### config.mk
export PLATFORM = sky130hd
export DESIGN_NAME = loba_div_16_4
export DESIGN_NICKNAME = d
export VERILOG_FILES = /design/src/rtl/loba_div_16_4.sv
export SDC_FILE = /design/constraint.sdc
export NUM_CORES = 1
export LEC_CHECK = 0
export BUFFER_PORTS_ARGS = -buffer_cell sky130_fd_sc_hd__clkbuf_2
export CAP_MARGIN = 20
export CORE_UTILIZATION = 59
export CTS_CLUSTER_SIZE = 30
export DETAILED_ROUTE_END_ITERATION = 8
export MAX_ROUTING_LAYER = met4
export PLACE_DENSITY = 0.8
export SLEW_MARGIN = 30
export SYNTH_ARGS = -nofsm -noshare
export SYNTH_HDL_FRONTEND = slang
export SYNTH_SLANG_ARGS = --single-unit
### constraint.sdc
create_clock -name clk -period 2.5 [get_ports clk]
set_input_delay 0.125 -clock clk [delete_from_list [all_inputs] [get_ports clk]]
set_output_delay 0.125 -clock clk [all_outputs]
set_load 0.02 [all_outputs]
### src/rtl/loba_div_16_4.sv
// Leading-one truncated-divisor sequential divider (approximate a / b).
// Ports: clk, rst_n (async low); in_valid/in_ready + a, b request side;
//        out_valid/out_ready + q (quotient), dz (divide-by-zero) result side.
module loba_div_16_4 #(
    parameter int N = 16,
    parameter int K = 4
) (
    input  logic         clk,
    input  logic         rst_n,
    input  logic         in_valid,
    output logic         in_ready,
    input  logic [N-1:0] a,
    input  logic [N-1:0] b,
    output logic         out_valid,
    input  logic         out_ready,
    output logic [N-1:0] q,
    output logic         dz
);

    localparam int CW = $clog2(N);

    typedef enum logic [1:0] {
        IDLE,
        SPLIT,
        DIV,
        DONE
    } state_t;

    state_t        state;
    logic [N-1:0]  a_r;
    logic [N-1:0]  b_r;
    logic [N-1:0]  bt_r;
    logic [N-1:0]  rem;
    logic [CW-1:0] cnt;

    logic [CW-1:0] kb;
    logic [N-1:0]  bt_c;
    logic [N:0]    shifted;
    logic          ge;
    logic [N-1:0]  rem_nx;

    assign in_ready  = (state == IDLE);
    assign out_valid = (state == DONE);

    // Leading-one index of b, then keep only the K bits from it downward.
    always_comb begin
        kb = '0;
        for (int i = 0; i < N; i++) begin
            if (b_r[i]) kb = CW'(i);
        end
        bt_c = '0;
        for (int i = 0; i < N; i++) begin
            bt_c[i] = b_r[i] & ((i + K) > int'(kb));
        end
    end

    // Restoring step. The partial remainder is N+1 bits wide before the
    // compare; after a successful subtract it is below bt, so N bits hold it
    // and the modulo-2^N subtraction is exact.
    always_comb begin
        shifted = {rem, a_r[N-1]};
        ge      = (shifted >= {1'b0, bt_r});
        rem_nx  = ge ? (shifted[N-1:0] - bt_r) : shifted[N-1:0];
    end

    always_ff @(posedge clk or negedge rst_n) begin
        if (!rst_n) begin
            state <= IDLE;
            a_r   <= '0;
            b_r   <= '0;
            bt_r  <= '0;
            rem   <= '0;
            cnt   <= '0;
            q     <= '0;
            dz    <= 1'b0;
        end else begin
            unique case (state)
                IDLE: begin
                    if (in_valid) begin
                        a_r   <= a;
                        b_r   <= b;
                        state <= SPLIT;
                    end
                end
                SPLIT: begin
                    bt_r <= bt_c;
                    if (b_r == '0) begin
                        q     <= '1;
                        dz    <= 1'b1;
                        state <= DONE;
                    end else begin
                        rem   <= '0;
                        cnt   <= CW'(N - 1);
                        state <= DIV;
                    end
                end
                DIV: begin
                    // a_r doubles as the quotient shift register: dividend
                    // bits leave at the top while quotient bits enter below.
                    rem <= rem_nx;
                    a_r <= {a_r[N-2:0], ge};
                    cnt <= cnt - 1'b1;
                    if (cnt == '0) begin
                        q     <= {a_r[N-2:0], ge};
                        dz    <= 1'b0;
                        state <= DONE;
                    end
                end
                DONE: begin
                    if (out_ready) state <= IDLE;
                end
            endcase
        end
    end

endmodule

Word-level counts from Yosys, hierarchy flattened
Index checks and enable logic that the tools add are counted.

storage, ports and cells
  flip-flop bits (word level) = 87
  bits in latches = 0
  RAM bits = 0
  memory bits (read-only) = 0
  input port bits = 36
  output and inout port bits = 19
  memories kept = 0

operators by class
  $add $sub $neg = 2
  $mul = 0
  divide/modulo/power cells = 0
  order comparisons = 13
  equality and inequality tests = 8
  shift-type cells = 0
  muxes and demuxes = 33
  bitwise operators = 12
  reduce and logical (&&, ||, !) cells = 10

operators with widths
  cell                 number
  $pmux 16 s2          3
  $mux 16              5
  $mux 4               10
  $gt 4x4->1 const A   8
  $ge 17x16->1         1
  $gt 3x4->1 const A   4
  $logic_not 16->1     1
  $sub 16x16->16       1
  $and 1x1->1          12
  $mux 2               5
  $mux 3               3
  $ne 2x2->1 const B   4
  $pmux 2 s4           1
  $pmux 4 s2           1
  $reduce_and 2->1     3
  $reduce_and 3->1     2
  $eq 2x2->1 const B   2
  $logic_not 4->1      1
  $mux 1               4
  $reduce_bool 2->1    2
  $sub 4x1->4 const B  1
  $eq 2x1->1 const B   1
  $logic_not 2->1      1
  $ne 2x1->1 const B   1
  $pmux 1 s2           1

Logic depth before layout (Yosys ltp)
Gate-level depths: netlist of run 1.

  word-level depth = 17
  gate-level depth with buffers = 12
  gate-level depth less buffers = 10

Worst setup path after synthesis of run 1
Ideal clock, no wire load.

  kind = register -> register
  from = register a_r[15]
  to = register rem[14]
  arrival = 2.140 ns
  required time = 2.405 ns
  slack = 0.264 ns
  stages on the path, launching flop included = 11
  buffers on the path = 0
  cell sequence = dfrtp_1 > inv_1 > ha_1 > fa_1 > nand2b_1 > a211oi_1 > o41ai_1 > a21oi_1 > and4b_1 > nor4_1 > o31ai_1

between the ends
  word-level cells in the longest chain between the ends = 3

ends and longest elaborated chain
  what                                                   line    RTL
  start, declared                                        30      logic [N-1:0] a_r;
  start signal, assigned                                 101     a_r <= {a_r[N-2:0], ge};
  $sub 16x16->16 / $ge 17x16->1 (equally long branches)  63, 62
  $mux 16 (*)                                            63      rem_nx = ge ? (shifted[N-1:0] - bt_r) : shifted[N-1:0];
  $pmux 16 s2 (*)                                        77      unique case (state)
  end signal, assigned                                   100     rem <= rem_nx;
  end, declared                                          33      logic [N-1:0] rem;

Mark *: on every way between the ends. The rest lies on a longest branch, timed or not.
A chain may end at the register's enable or synchronous reset.

Worst setup path in the final report of run 1
Ends and elaborated chain as after synthesis.

==> results of run 1 <==
what timing repair did:
action                                  4_1_cts  5_1_grt
buffers inserted                              0        2
endpoints found under the setup margin        0       19
hold endpoints to repair                     98        0
hold buffers                                 12        0
resized for setup                             0       11
metrics by stage:
stage          total power [W]  area, um2  setup WS, ns  setup TNS (ns)
6_report               0.00913       5630        0.0616               0
5_1_grt                0.00983       5630        -0.112          -0.231
4_1_cts                0.00894       5570        0.0103               0
3_5_place_dp           0.00785       5230        0.0347               0
3_3_place_gp           0.00769       5230        0.0984               0
2_1_floorplan          0.00660       4810         0.264               0
registers in the layout, summed over array words and instances (netlist names):
name and flops:
rem 16, dz 1, q 16, state 2, bt_r 16, cnt 4, b_r 16, a_r 16
worst max-delay path, cell delays in order (launching register included):
cell      delay (ns)
dfrtp_1         0.37
inv_1           0.05
ha_1            0.21
fa_2            0.37
nand2b_1        0.19
a211oi_2        0.32
o41ai_2         0.13
a21oi_1         0.21
and4b_1         0.21
nor4_1          0.05
o31ai_1         0.22
synthesized netlist by cell type (3+ instances only):
cell       n
o21ai_1    9
nand2_1   62
nor2b_1   21
o22ai_1    3
nor3_1     5
buf_2      7
a32oi_1    4
xor2_1     4
o21a_1     6
o311ai_1   7
inv_1     28
clkbuf_1  10
nor2_1    17
nand2b_1   3
ha_1      21
a21oi_1   17
xnor2_1    6
buf_6      4
a21o_1     7
mux2_2    16
a211oi_1   4
o31ai_1    6
mux2i_1   19
dfrtp_1   87
o21ai_0   48
nand3_1   16
how the worst max path moves through the flow:
stage / start / end / slack [ns] / depth (start not counted)
6_report: a_r[15]$_DFFE_PN0P_ / rem[14]$_DFFE_PN0P_ / 0.06 / 10
5_1_grt: a_r[15]$_DFFE_PN0P_ / rem[14]$_DFFE_PN0P_ / -0.11 / 10
4_1_cts: a_r[15]$_DFFE_PN0P_ / rem[14]$_DFFE_PN0P_ / 0.01 / 10
3_5_place_dp: a_r[15]$_DFFE_PN0P_ / rem[14]$_DFFE_PN0P_ / 0.03 / 10
3_3_place_gp: bt_r[3]$_DFFE_PN0P_ / rem[15]$_DFFE_PN0P_ / 0.1 / 9
2_1_floorplan: a_r[15]$_DFFE_PN0P_ / rem[14]$_DFFE_PN0P_ / 0.26 / 10
area by class of cell:
type | count | share of cell area [%]
multi-input cells | 351 | 43.5
flip-flops and latches | 87 | 38.7
repair buffers | 84 | 9.83
clock buffers | 11 | 2.69
well taps | 102 | 2.27
inverters | 28 | 1.87
clock inverters | 5 | 1.13
logic make-up (layout without fill, tap and decap cells):
kind of cell	Yosys count	after routing	synth area share [%]
mux	35	35	7.69
compound gates	138	138	18.8
simple gates	146	146	15.7
buf+inv	51	128	4.86
flops	87	87	45.2
fa+ha+maj	22	22	5.87
xor+xnor	10	10	1.82
power by group through the flow:
stage	sequential (W)	clock, W	combinational [W]
6_report	0.00254	0.00107	0.00553
5_1_grt	0.00262	0.00112	0.00610
4_1_cts	0.00253	0.00107	0.00534
3_5_place_dp	0.00255	0	0.00529
3_3_place_gp	0.00252	0	0.00516
2_1_floorplan	0.00259	0	0.00401
metal layers:
metal  track usage [%]  part of all wire, %  vias to the layer above
met2              39.8                   46                       93
li1                  -                    -                     1897
met3              3.86                  3.5                       17
met5                 -                    0                        -
met1              36.6                   49                     1850
met4              8.07                  1.7                        0
==> flow_summary_export.csv, run 1 <==
group,metric,value,unit
yosys,ys_ff_latch,87,
critical_path,crit_path_max_fanout,3,
finish,area.sequential,0.00218,mm2
timing,period_needed,2.44,ns
place,placed_cells,638,
route,drtIter0Drc,215,
route,viasPerCell,5.77,
finish,final_cells,668,
route,ant_nets,0,
power,vdd_drop_max,1.06,mV
global_routing,gr-total-overflow,0,
power,combPwrFrac,60.5,%
finish,multiInputGateArea,0.00245,mm2
finish,mostFrequentLayoutCells,"dfrtp_1 (87), nand2_1 (62), clkbuf_2 (53)",
clocking,worst_skew_pair.late_latency,0.36,ns
critical_path,crit_type,"flop to flop",
yosys,yosysUniqueCellTypes,69,
clocking,clkTransAtPathRegs,0.09,ns
yosys,synth_top_area_share,45.2,%
clocking,cts_tree,"done",
job,max_cap_violations,0,
timing,finalSetupViolCount,0,
yosys,syn_inst,489,
clocking,cts_root_buf,"clkbuf_8",
finish,nets,619,
timing,hold_viol_final,0,
critical_path,r2r_end,"rem[14]$_DFFE_PN0P_",
global_routing,grt_start_max_net_pins,88,
critical_path,r2r_setup_slack,0.06,ns
finish,area.growth.synth_to_final,16.9,%
finish,final_core_util,72.1,%
finish,diodes,0,
critical_path,timing.rr.start,"a_r[15]$_DFFE_PN0P_",
hold_path,min_to,"b_r[6]$_DFFE_PN0P_",
outcome,status,"finished clean",
place,place_hpwl,7.09,mm
global_routing,grt.total_usage,26.2,%
clocking,cts_sinks,87,
power,seqPwrFrac,27.8,%
finish,final_layout_size_suffix_gt1_share,23.3,%
route,post_drt_wl_per_cell,15.5,um
power,power_density,1620,mW/mm2
floorplanning,boundaryPins,55,
clocking,clockBufferDepth,2,
hold_path,min_path_cells,2,
yosys,synth-edff-count,0,
hold_path,min_path_type,"primary input to flop",
timing,fmax,0.410,GHz
timing,worst_slew_pin_slew,0.725,ns
critical_path,rr_worst_depth,10,
route,num_vias,3857,
power,p_int,0.00495,W
timing,holdWs,0.0101,ns
critical_path,worst-endpoint-arrival,2.69,ns
timing,final_max_slew_viol_count,0,
critical_path,critPathRequiredTime,2.75,ns
place,port_buffers,54,
clocking,htreeDepth,3,
yosys,synth-seq-area-share,45.2,%
power,p_leak,2.58,nW
yosys,synth-async-reset-ratio,100,%
floorplanning,coreArea,0.00781,mm2
yosys,yosysWarnings,0,
power,p_sw_share,45.8,%
floorplanning,rows,32,
route,remaining_drc_errors,0,
timing,post-route-period-util,97.5,%
place,globalplace.congestion,0.911,
hold_path,min-delay-start,"b[6]",
critical_path,cp-end-kind,"flop",
floorplanning,chipWidth,92.3,um
yosys,synth.avg_cell_area,9.84,um2
timing,relSlewSlack,51.7,%
global_routing,grt_pass1_wl,17.2,mm
floorplanning,die_area,0.00852,mm2
yosys,ys_dominant_reg_cell,"dfrtp_1",
yosys,syn_nets,547,
power,p_sw,0.00418,W
route,wl,10.3,mm
global_routing,grt_pass1_vias,3669,
route,drt_first_pass_iters,4,
yosys,yosys.area.top_type,"dfrtp_1",
power,p_clk_share,11.7,%
finish,fillers,566,
yosys,synthTopCellsByArea,"dfrtp_1 (45%), ha_1 (5.5%), o21ai_0 (5.0%), nand2_1 (4.8%), mux2i_1 (4.0%)",
floorplanning,initial_utilization,61.7,%
critical_path,cp-start-kind,"flop",
finish,final_common_cell,"dfrtp_1",
floorplanning,die_h,92.3,um
global_routing,antenna_found_initial,0,
timing,rsz0062_at_grt,"yes",
clocking,cts_buffers,9,
timing,fin_skew,0.0150,ns
yosys,synth_area,0.00481,mm2
Note: power is estimated with default switching activity, not from simulation.
==> run 2, diff against run 1 <==
Settings changed: CORE_ASPECT_RATIO set to 1.75.
==> flow_summary_export.csv, run 2 (synthesis results as in run 1) <==
group,metric,value,unit
critical_path,worst-endpoint-arrival,2.68,ns
finish,final_layout_size_suffix_gt1_share,24.2,%
finish,area.sequential,0.00218,mm2
finish,final_cells,648,
timing,final_max_slew_viol_count,0,
global_routing,grt_pass1_vias,4082,
finish,multiInputGateArea,0.00249,mm2
global_routing,grt.total_usage,29.1,%
timing,period_needed,2.39,ns
clocking,clkTransAtPathRegs,0.07,ns
place,port_buffers,54,
route,post_drt_wl_per_cell,17.1,um
floorplanning,chipWidth,70.3,um
finish,fillers,600,
global_routing,grt_pass1_wl,18.8,mm
clocking,cts_buffers,9,
outcome,status,"finished clean",
finish,mostFrequentLayoutCells,"dfrtp_1 (87), nand2_1 (62), clkbuf_2 (53)",
clocking,htreeDepth,3,
floorplanning,boundaryPins,55,
critical_path,cp-end-kind,"flop",
global_routing,grt_start_max_net_pins,50,
route,drt_first_pass_iters,4,
timing,rsz0062_at_grt,"yes",
timing,hold_viol_final,0,
timing,finalSetupViolCount,0,
global_routing,gr-total-overflow,0,
critical_path,cp-start-kind,"flop",
floorplanning,die_h,121,um
floorplanning,rows,43,
finish,nets,611,
clocking,cts_sinks,87,
critical_path,critPathRequiredTime,2.79,ns
finish,diodes,0,
timing,setup_ws,0.105,ns
route,drtIter0Drc,201,
timing,fin_skew,0.00719,ns
route,viasPerCell,5.99,
clocking,clockBufferDepth,2,
global_routing,antenna_found_initial,0,
route,remaining_drc_errors,0,
timing,fmax,0.418,GHz
finish,area.growth.synth_to_final,17.0,%
route,num_vias,3882,
floorplanning,die_area,0.00854,mm2
floorplanning,coreArea,0.00791,mm2
place,globalplace.congestion,1.01,
finish,final_common_cell,"dfrtp_1",
critical_path,crit_type,"flop to flop",
critical_path,crit_path_max_fanout,9,
finish,final_area,0.00563,mm2
route,ant_nets,0,
timing,worst_slew_pin_slew,0.756,ns
clocking,cts_tree,"done",
place,place_hpwl,8.12,mm
timing,relSlewSlack,49.6,%
hold_path,min_path_type,"primary input to flop",
place,post-place-ws,0.0652,ns
finish,final_core_util,71.2,%
floorplanning,initial_utilization,60.9,%
clocking,worst_skew_pair.late_latency,0.35,ns
timing,post-route-period-util,95.8,%
clocking,cts_root_buf,"clkbuf_16",
route,wl,11.1,mm
job,max_cap_violations,0,
critical_path,r2r_setup_slack,0.11,ns
place,placed_cells,630,
place,placed_area,0.00525,mm2
==> run 2: cell types whose count changed in the layout (fill, tap and decap cells not counted), sizes merged <==
cell,before,now
clkbuf,64,63
bufinv,1,0
dlygate4sd3,12,1
clkinvlp,1,2
inv,29,30
buf,19,22
==> run 2: layout make-up <==
class | instances | share of cell area, %
tap | 90 | 2.00
multi-input combinational | 351 | 44.2
clock inverter | 6 | 0.933
clock buffer | 10 | 4.07
inverter | 28 | 1.87
timing repair buffer | 76 | 8.27
sequential | 87 | 38.7
==> run 2: through the flow <==
step | hold WS (ns) | TNS (ns)
detailed placement | 0.129 | 0
global placement | 0.122 | 0
floorplan | -0.171 | 0
CTS | 0.00297 | 0
finish | 0.00780 | 0
global route | 0.0113 | -0.0777
==> run 2: worst paths after layout <==
| path | end | from | depth (start not counted) |
|---|---|---|---|
| setup / recovery | a_r[0]$_DFFE_PN0P_ | rem[5]$_DFFE_PN0P_ | 9 |
| hold / removal | b_r[7]$_DFFE_PN0P_ | b[7] | 2 |
| setup reg to reg | a_r[0]$_DFFE_PN0P_ | rem[5]$_DFFE_PN0P_ | 9 |
| hold reg to reg | q[3]$_DFFE_PN0P_ | q[3]$_DFFE_PN0P_ | 2 |
| max in group asynchronous | cnt[1]$_DFFE_PN0P_ | rst_n | 3 |
| min in group asynchronous | b_r[13]$_DFFE_PN0P_ | rst_n | 2 |
==> run 2: critical path, cell delays in order (launching register included) <==
cell and delay, ns:
dfrtp_1 0.43, ha_2 0.41, and4_1 0.25, a21boi_4 0.23, nor2_2 0.08, o31a_1 0.26, buf_4 0.16, buf_4 0.17
a211oi_1 0.24, a21o_1 0.11
==> run 2: per-layer routing <==
layer	vias up	wire, um	GRT usage [%]
li1	1882	-	-
met1	1865	4090	29.8
met2	99	6050	51.6
met3	36	401	4.49
met4	0	541	17.0
met5	-	0	-
==> run 2: what timing repair did <==
item,4_1_cts,5_1_grt
endpoints found under the hold margin,38,0
hold buffers,1,0
gates resized for setup,0,13
setup buffers,0,1
endpoints found under the setup margin,0,10
Power of run 2 is left out: the tool's default activity adds up to more than one toggle a clock period on the data nets, which glitch-free logic cannot reach.
